**config.mk**
```make
export PLATFORM = sky130hd
export DESIGN_NAME = icache_fetch
export DESIGN_NICKNAME = d
export VERILOG_FILES = /design/src/rtl/icache_fetch_pkg.sv /design/src/rtl/icache_line_array.sv /design/src/rtl/icache_fetch.sv
export SDC_FILE = /design/constraint.sdc
export NUM_CORES = 1
export LEC_CHECK = 0
export ABC_AREA = 1
export CAP_MARGIN = 10
export CORE_MARGIN = 5
export CORE_UTILIZATION = 27
export DETAILED_ROUTE_END_ITERATION = 10
export HOLD_SLACK_MARGIN = 0.06
export MAX_ROUTING_LAYER = met4
export SYNTH_ARGS = -nofsm -noshare
export SYNTH_HDL_FRONTEND = slang
export SYNTH_SLANG_ARGS = --single-unit
```
**constraint.sdc**
```tcl
create_clock -name clk -period 5.25 [get_ports clk]
set_input_delay 1.575 -clock clk [delete_from_list [all_inputs] [get_ports clk]]
set_output_delay 1.575 -clock clk [all_outputs]
set_load 0.02 [all_outputs]
```
**src/rtl/icache_fetch_pkg.sv**
```systemverilog
// icache_fetch_pkg: shared word size, FSM encodings and default geometry for the fetch cache.
package icache_fetch_pkg;
  localparam int WORD_SIZE = 16;
  localparam int ICACHE_INDEX_BITS = 2;
  localparam int ICACHE_OFFSET_BITS = 2;
  localparam logic [0:0] ICACHE_IDLE = 1'b0;
  localparam logic [0:0] ICACHE_REFILL = 1'b1;
endpackage

```
**src/rtl/icache_line_array.sv**
```systemverilog
// icache_line_array: valid/tag/data storage with combinational read by index.
// Valid bits clear on reset; tag and data are left unreset.
module icache_line_array
  import icache_fetch_pkg::*;
#(
  parameter int INDEX_BITS = ICACHE_INDEX_BITS,
  parameter int OFFSET_BITS = ICACHE_OFFSET_BITS,
  parameter int TAG_BITS = WORD_SIZE - INDEX_BITS - OFFSET_BITS
) (
  input  logic                   clk,
  input  logic                   reset_n,
  input  logic [INDEX_BITS-1:0]  i_rd_idx,
  input  logic [OFFSET_BITS-1:0] i_rd_off,
  output logic                   o_rd_valid,
  output logic [TAG_BITS-1:0]    o_rd_tag,
  output logic [WORD_SIZE-1:0]   o_rd_data,
  input  logic                   i_wr_word,
  input  logic [INDEX_BITS-1:0]  i_wr_idx,
  input  logic [OFFSET_BITS-1:0] i_wr_off,
  input  logic [WORD_SIZE-1:0]   i_wr_data,
  input  logic                   i_val_we,
  input  logic [INDEX_BITS-1:0]  i_val_idx,
  input  logic                   i_val_d,
  input  logic                   i_tag_we,
  input  logic [TAG_BITS-1:0]    i_wr_tag
);
  localparam int LINES = 1 << INDEX_BITS;
  localparam int WORDS = 1 << OFFSET_BITS;
  logic [LINES-1:0]     r_valid;
  logic [TAG_BITS-1:0]  r_tag  [LINES];
  logic [WORD_SIZE-1:0] r_data [LINES][WORDS];
  assign o_rd_valid = r_valid[i_rd_idx];
  assign o_rd_tag   = r_tag[i_rd_idx];
  assign o_rd_data  = r_data[i_rd_idx][i_rd_off];
  always_ff @(posedge clk) begin
    if (reset_n) r_valid <= '0;
    else if (i_val_we) r_valid[i_val_idx] <= i_val_d;
  end
  always_ff @(posedge clk) begin
    if (i_wr_word) r_data[i_wr_idx][i_wr_off] <= i_wr_data;
    if (i_tag_we) r_tag[i_wr_idx] <= i_wr_tag;
  end
endmodule

```
**src/rtl/icache_fetch.sv**
```systemverilog
// icache_fetch: direct-mapped instruction cache; hits answer same cycle, misses refill a line word by word.
// Define ICACHE_STATS_EN to add the num_hit/num_miss counters.
module icache_fetch
  import icache_fetch_pkg::*;
#(
  parameter int INDEX_BITS = ICACHE_INDEX_BITS,
  parameter int OFFSET_BITS = ICACHE_OFFSET_BITS
) (
  input  logic                 clk,
  input  logic                 reset_n,
  input  logic                 readM1,
  input  logic [WORD_SIZE-1:0] address1,
  output logic [WORD_SIZE-1:0] data1,
  output logic                 i_ready,
  output logic                 mem_readM1,
  output logic [WORD_SIZE-1:0] mem_address1,
  input  logic [WORD_SIZE-1:0] mem_data1,
  input  logic                 mem_ready1
`ifdef ICACHE_STATS_EN
  ,
  output logic [15:0]          num_hit,
  output logic [15:0]          num_miss
`endif
);
  localparam int TAG_BITS = WORD_SIZE - INDEX_BITS - OFFSET_BITS;
  logic [0:0]             r_state;
  logic [TAG_BITS-1:0]    r_tag;
  logic [INDEX_BITS-1:0]  r_idx;
  logic [OFFSET_BITS-1:0] r_cnt;
  logic                   w_valid;
  logic [TAG_BITS-1:0]    w_rd_tag;
  logic [WORD_SIZE-1:0]   w_rd_data;
  logic [TAG_BITS-1:0]    w_tag;
  logic [INDEX_BITS-1:0]  w_idx;
  logic [OFFSET_BITS-1:0] w_off;
  logic                   w_idle, w_match, w_hit, w_miss, w_fill, w_last;
  assign w_off   = address1[OFFSET_BITS-1:0];
  assign w_idx   = address1[OFFSET_BITS +: INDEX_BITS];
  assign w_tag   = address1[WORD_SIZE-1 -: TAG_BITS];
  assign w_idle  = r_state == ICACHE_IDLE;
  assign w_match = w_valid && (w_rd_tag == w_tag);
  assign w_hit   = w_idle && readM1 && w_match;
  assign w_miss  = w_idle && readM1 && !w_match;
  assign w_fill  = !w_idle && mem_ready1;
  assign w_last  = w_fill && (r_cnt == '1);
  assign i_ready      = w_hit;
  assign data1        = w_hit ? w_rd_data : '0;
  assign mem_readM1   = !w_idle;
  assign mem_address1 = w_idle ? '0 : {r_tag, r_idx, r_cnt};
  // The line goes invalid on miss entry so a partial refill can never hit.
  icache_line_array #(.INDEX_BITS(INDEX_BITS), .OFFSET_BITS(OFFSET_BITS)) u_lines (
    .clk       (clk),
    .reset_n   (reset_n),
    .i_rd_idx  (w_idx),
    .i_rd_off  (w_off),
    .o_rd_valid(w_valid),
    .o_rd_tag  (w_rd_tag),
    .o_rd_data (w_rd_data),
    .i_wr_word (w_fill),
    .i_wr_idx  (r_idx),
    .i_wr_off  (r_cnt),
    .i_wr_data (mem_data1),
    .i_val_we  (w_miss || w_last),
    .i_val_idx (w_miss ? w_idx : r_idx),
    .i_val_d   (w_last),
    .i_tag_we  (w_last),
    .i_wr_tag  (r_tag)
  );
  always_ff @(posedge clk) begin
    if (reset_n) begin
      r_state <= ICACHE_IDLE;
      r_tag   <= '0;
      r_idx   <= '0;
      r_cnt   <= '0;
    end else if (w_miss) begin
      r_state <= ICACHE_REFILL;
      r_tag   <= w_tag;
      r_idx   <= w_idx;
      r_cnt   <= '0;
    end else if (w_fill) begin
      r_cnt   <= r_cnt + 1'b1;
      r_state <= w_last ? ICACHE_IDLE : ICACHE_REFILL;
    end
  end
`ifdef ICACHE_STATS_EN
  always_ff @(posedge clk) begin
    if (reset_n) begin
      num_hit  <= '0;
      num_miss <= '0;
    end else begin
      if (w_hit) num_hit <= num_hit + 16'd1;
      if (w_miss) num_miss <= num_miss + 16'd1;
    end
  end
`endif
endmodule

```
# Yosys cells after proc, flatten, opt, wreduce, memory -nomap -nowiden

Memory sizes are Yosys's and may differ from the RTL's.
Cells that the tools add are included.

Add/subtract/negate cells: 1
$lt $le $gt $ge: 6
Eq/ne operators: 2
Mux-type cells: 20
Bitwise operators: 3
Reduce and logical (&&, ||, !) cells: 12

Operators by type and width:

| operator                                                                            | count |
|---|---|
| 16-bit two-way mux                                                                  | 5 |
| 64-bit two-way mux                                                                  | 1 |
| 16-bit binary-select mux with 2-bit select                                          | 1 |
| 16-bit demux with 2-bit select                                                      | 1 |
| 12-bit equality test                                                                | 1 |
| 1-bit logical AND                                                                   | 8 |
| 1-bit two-way mux                                                                   | 8 |
| 3-bit greater-or-equal comparator, second input constant                            | 2 |
| 2-bit by 3-bit < comparator with 1-bit output, second input constant                | 2 |
| 2-bit NOT with 3-bit output                                                         | 2 |
| 4-bit bitwise mux                                                                   | 1 |
| 3-bit by 1-bit < comparator with 1-bit output, second input constant                | 1 |
| 2-bit by 1-bit adder with 2-bit output, second input constant                       | 1 |
| 1-bit binary-select mux with 2-bit select                                           | 1 |
| 1-bit demux with 2-bit select                                                       | 1 |
| 2-bit equality test, second input constant                                          | 1 |
| 2-bit by 1-bit greater-or-equal comparator with 1-bit output, second input constant | 1 |
| 2-bit two-way mux                                                                   | 1 |
| 2-bit nonzero test                                                                  | 1 |
| 2-bit OR reduction                                                                  | 1 |
| 1-bit logical NOT                                                                   | 1 |
| 1-bit logical OR                                                                    | 1 |
| 1-bit NOT                                                                           | 1 |

Flip-flop bits (word level): 21
Memory bits (writable): 304
Input bits: 36
Output and inout port bits: 34
Logic and storage cells: 51
Memories: 2

Memory list:

| memory         | words | width | rd ports | clocked after memory_dff | write ports | line                    | source |
|---|---|---|---|---|---|---|---|
| u_lines.r_data | 4     | 64    | 1        | 0                        | 1           | icache_line_array.sv:31 | `logic [WORD_SIZE-1:0] r_data [LINES][WORDS];` |
| u_lines.r_tag  | 4     | 12    | 1        | 0                        | 1           | icache_line_array.sv:30 | `logic [TAG_BITS-1:0] r_tag [LINES];` |

# Depth between registers and ports, before layout

Depth in word-level cells: 11
Depth in mapped cells: 19
Gate-level depth less buffers: 17

# Hierarchy

Synthesis repeated with hierarchy kept, for this count alone.

Cells, all modules: 1444
Area total of the unflattened synthesis: 14316.2 um2

Modules (own cells, without submodules):

| module            | times used | cells each | area each (um2) | seq. area each (um2) |
|---|---|---|---|---|
| icache_line_array | 1          | 1209       | 12990.0         | 9208.8 |
| icache_fetch      | 1          | 235        | 1326.3          | 340.3 |

# Least setup slack after synthesis

OpenSTA, ideal clock, no wires.

Path type: input to output
Start: input address1[3]
End: output data1[10]
Arrival: 3.335 ns
Data required time: 3.675 ns
Setup slack: 0.340 ns
Cell stages on the path: 14
Buffers on the path: 3
Path through: buf_2 inv_2 buf_6 nand3_1 nand3_1 nand2_1 nor2_1 nand2_1 nor2_1 nand2_2 nor2_2 inv_2 clkbuf_1 nor2_1

Word-level cells in the longest chain between the ends: 5
Elaborated cells on any way between the ends: 11
Those cells by class: eq/ne: 1; mux: 6; reduce/logical: 2; memory: 2

RTL lines:

| item                                                                                       | line                                        | source |
|---|---|---|
| from (decl)                                                                                | icache_fetch.sv:12                          | `input logic [WORD_SIZE-1:0] address1,` |
| memory read 4 x 12 bit / 1-bit binary-select mux with 2-bit select (equally long branches) | --                                          |  |
| 12-bit equality test / 1-bit two-way mux (equally long branches)                           | icache_fetch.sv:41, icache_line_array.sv:32 |  |
| 1-bit logical AND *                                                                        | icache_fetch.sv:41                          | `assign w_match = w_valid && (w_rd_tag == w_tag);` |
| 1-bit logical AND *                                                                        | icache_fetch.sv:42                          | `assign w_hit = w_idle && readM1 && w_match;` |
| net i_ready                                                                                | icache_fetch.sv:14                          | `output logic i_ready,` |
| 16-bit two-way mux *                                                                       | icache_fetch.sv:47                          | `assign data1 = w_hit ? w_rd_data : '0;` |
| to (decl)                                                                                  | icache_fetch.sv:13                          | `output logic [WORD_SIZE-1:0] data1,` |

The timed path passes the listed nets; every way through them passes the cells marked *. The select of a mux whose other input is x is not followed.

# Worst setup path in the final report

Start: input address1[2]
End: output data1[4]

Word-level cells in the longest chain between the ends: 5
Elaborated cells on any way between the ends: 11
Those cells by class: eq/ne: 1; mux: 6; reduce/logical: 2; memory: 2

RTL lines:

| item                                                                                 | line                                        | source |
|---|---|---|
| memory read 4 x 64 bit (tied with other cells)                                       | --                                          |  |
| 16-bit binary-select mux with 2-bit select (tied with other cells)                   | icache_line_array.sv:34                     | `assign o_rd_data = r_data[i_rd_idx][i_rd_off];` |
| 16-bit two-way mux (not written as such) / 1-bit logical AND (equally long branches) | icache_line_array.sv:34, icache_fetch.sv:41 |  |
| 16-bit two-way mux (not written as such) / 1-bit logical AND (equally long branches) | icache_line_array.sv:34, icache_fetch.sv:42 |  |
| 16-bit two-way mux *                                                                 | icache_fetch.sv:47                          |  |

Mark *: on every way between the ends. The rest lies on a longest branch, timed or not. The select of a mux whose other input is x is not followed.

==> impl_metrics.tcl <==
set metrics [dict create \
    worstReg2RegEnd "u_lines.r_data[0][15]" \
    initial_core_util_pct 27.2 \
    fin_util_pct 33.5 \
    ys.flop_type "edfxtp_1" \
    hold_path_startpoint "u_lines.r_valid[3]" \
    end_kind "output pin" \
    via_per_inst 4.59 \
    dp_slack_ns -0.284 \
    synth_top_area_share_pct 68.8 \
    r2r_start "mem_readM1" \
    setup_violations 0 \
    syn_avg_cell_area_um2 11.7 \
    dieArea_um2 53700 \
    grt_pass1_wl_um 52100 \
    ant_nets 0 \
    clock_latency_ns 0.53 \
    grt_max_degree 50 \
    cts_sinks 325 \
    ios 70 \
    die_w_um 232 \
    slew_headroom_pct 42.2 \
    startpoint "address1[2]" \
    final_area_um2 16300 \
    htreeDepth 2 \
    synth_most_common_cell "nand2_1" \
    ys_seq_area_share_pct 72.0 \
    final_net_count 1274 \
    cts-buffers-inserted 35 \
    clk_pin_slew_ns 0.06 \
    min_to "u_lines.r_valid[3]" \
    dp.final_hpwl_um 20200 \
    grt_use_total_pct 12.9 \
    wl_per_cell_um 17.8 \
    async_flop_share_pct 0 \
    required_ns 3.68 \
    netlist_instances 1132 \
    min_path_cells 2 \
    route.detailed.drc 0 \
    clockBufferDepth 3 \
    area_delta_synth_final_pct 23.1 \
    ys_types 30 \
    reg2reg_setup_slack_ns 2.39 \
    cp_data_arrival_time_ns 3.52 \
    grt_antenna_before_repair 1 \
    rsz0062_at_grt "false" \
    placed_area_um2 15300 \
    finalClockSkew_ns 0.0211 \
    crit_fanout 14 \
    drt_iter0_drc 762 \
    period_minus_slack_ns 5.09 \
    start_kind "primary input" \
    ys_seq_elements 325 \
    fp.dieH_um 232 \
    reg2reg_depth 5 \
    grt-ovfl-total 0 \
    post-route-period-util_pct 97.0 \
    wl_um 34200 \
    yosys_warnings 0 \
    first_pass_iters 7 \
    hp-class "register to register" \
    core_region_area_um2 48700 \
    outcome "completed" \
    port_buffers 69 \
    worstMarginPinSlew_ns 0.866 \
    leakage_nw 5.92 \
    first_global_vias 8647 \
    synth_nets 1172 \
    fin_ws_ns 0.157 \
    vias 8834 \
    final_layout_size_suffix_gt1_share_pct 12.2 \
    max_freq_mhz 196 \
    gp_congestion 0.804 \
    hold_viol_final 0 \
    ys_top_cells_by_area "edfxtp_1, nand2_1, a21oi_1" \
    synth_largest_area_cell "edfxtp_1" \
    p_per_area_nw_per_um2 349 \
    synth_common_cells "nand2_1, edfxtp_1, a21oi_1" \
    synth_area_um2 13300 \
    clock-root-buffer "clkbuf_16" \
    synth_edf_count 304 \
    rows 81 \
    p_total_mw 5.71 \
    cts_tree "yes" \
    ir_drop_uv 189 \
    drv_cap 0 \
    worstSetupPathType "primary input to output pin" \
    report.final.slew_viol_count 0 \
]
[layer usage]
metal | track usage (%) | vias to the layer above | wire, µm
met4 | 3.51 | 0 | 798
met5 | - | - | 0
met1 | 17.8 | 4266 | 15600
li1 | - | 4228 | -
met3 | 2.26 | 54 | 2180
met2 | 19.7 | 286 | 15600
[flip-flops by register name, indices dropped and copies added, names as in the netlist]
| name | flops |
|---|---|
| mem_readM1 | 1 |
| r_cnt | 2 |
| r_idx | 2 |
| r_tag | 12 |
| u_lines.r_data | 256 |
| u_lines.r_tag | 48 |
| u_lines.r_valid | 4 |
[report_power, final]
| group | switching, mW | total [mW] | internal [mW] |
|---|---|---|---|
| registers | 0.0222 | 2.88 | 2.86 |
| logic | 0.242 | 0.383 | 0.141 |
| clock network | 1.01 | 2.45 | 1.44 |
[placed cells by master (no fill, tap or decap), drive strengths merged, types with 2 or more instances in the layout]
cell | synthesis | layout
a21oi | 87 | 87
nand2 | 373 | 373
clkbuf | 37 | 55
a32o | 16 | 16
o211a | 2 | 2
o211ai | 14 | 14
edfxtp | 304 | 304
ha | 4 | 4
dfxtp | 21 | 21
nor3 | 3 | 3
inv | 34 | 36
nor2 | 64 | 64
a22oi | 16 | 16
buf | 30 | 67
nand3 | 86 | 86
or2 | 2 | 2
o311ai | 14 | 14
o21ai | 12 | 12
a221oi | 2 | 2
bufinv | 0 | 4
nand4 | 4 | 4
clkdlybuf4s50 | 0 | 49
dlygate4sd2 | 0 | 2
nand3b | 4 | 4
clkinv | 1 | 16
[cell families (layout without fill, tap and decap cells)]
kind of cell,Yosys count,after routing,share of synthesized area (%)
simple gates,536,536,16.3
flops,325,325,72.0
compound gates,164,164,7.96
buf+inv,102,230,3.30
fa+ha+maj,4,4,0.377
xor+xnor,1,1,0.0660
other cells,0,1,0
[per-stage QoR]
stage / cells / hold WS [ns] / setup TNS, ns
after global placement: 1861 / 0.467 / -3.70
after CTS: 1924 / 0.498 / 0
after global routing: 1925 / 0.520 / 0
final: 1925 / 0.497 / 0
after detailed placement: 1861 / 0.490 / -3.96
after floorplan: 1132 / 0.455 / 0
[critical path: stages]
cell and delay [ns]:
buf_4 0.13, buf_4 0.22, nand2_1 0.07, nand3_1 0.11, nand2_1 0.07, nand2_1 0.07
nand2_1 0.05, nor2_1 0.09, nand2_1 0.05, nor2_1 0.11, buf_4 0.12, nand2_2 0.06
nor2_4 0.15, inv_4 0.11, nor3_1 0.15, dlygate4sd2_1 0.36
[how the worst max path moves through the flow]
stage	end	slack [ns]	cells after the start
6_report	data1[4]	0.16	16
5_1_grt	data1[4]	0.002	16
4_1_cts	data1[7]	0.004	15
3_5_place_dp	data1[7]	-0.28	15
3_3_place_gp	data1[14]	-0.25	11
2_1_floorplan	data1[10]	0.34	14
[repair_timing]
| item | 4_1_cts | 5_1_grt |
|---|---|---|
| gates resized for setup | 20 | 31 |
| hold buffers | 0 | 0 |
| setup buffers | 0 | 0 |
| pin swaps | 1 | 0 |
| setup endpoints to repair | 16 | 16 |
[cell type report]
type	count	area [µm²]
inverters	35	140
repair buffers	132	1350
well taps	664	831
clock inverters	22	230
fillers	4811	32400
flip-flops and latches	325	9550
diodes	1	2.50
clock buffers	41	898
multi-input cells	705	3340
(Power assumes the default switching activity.)
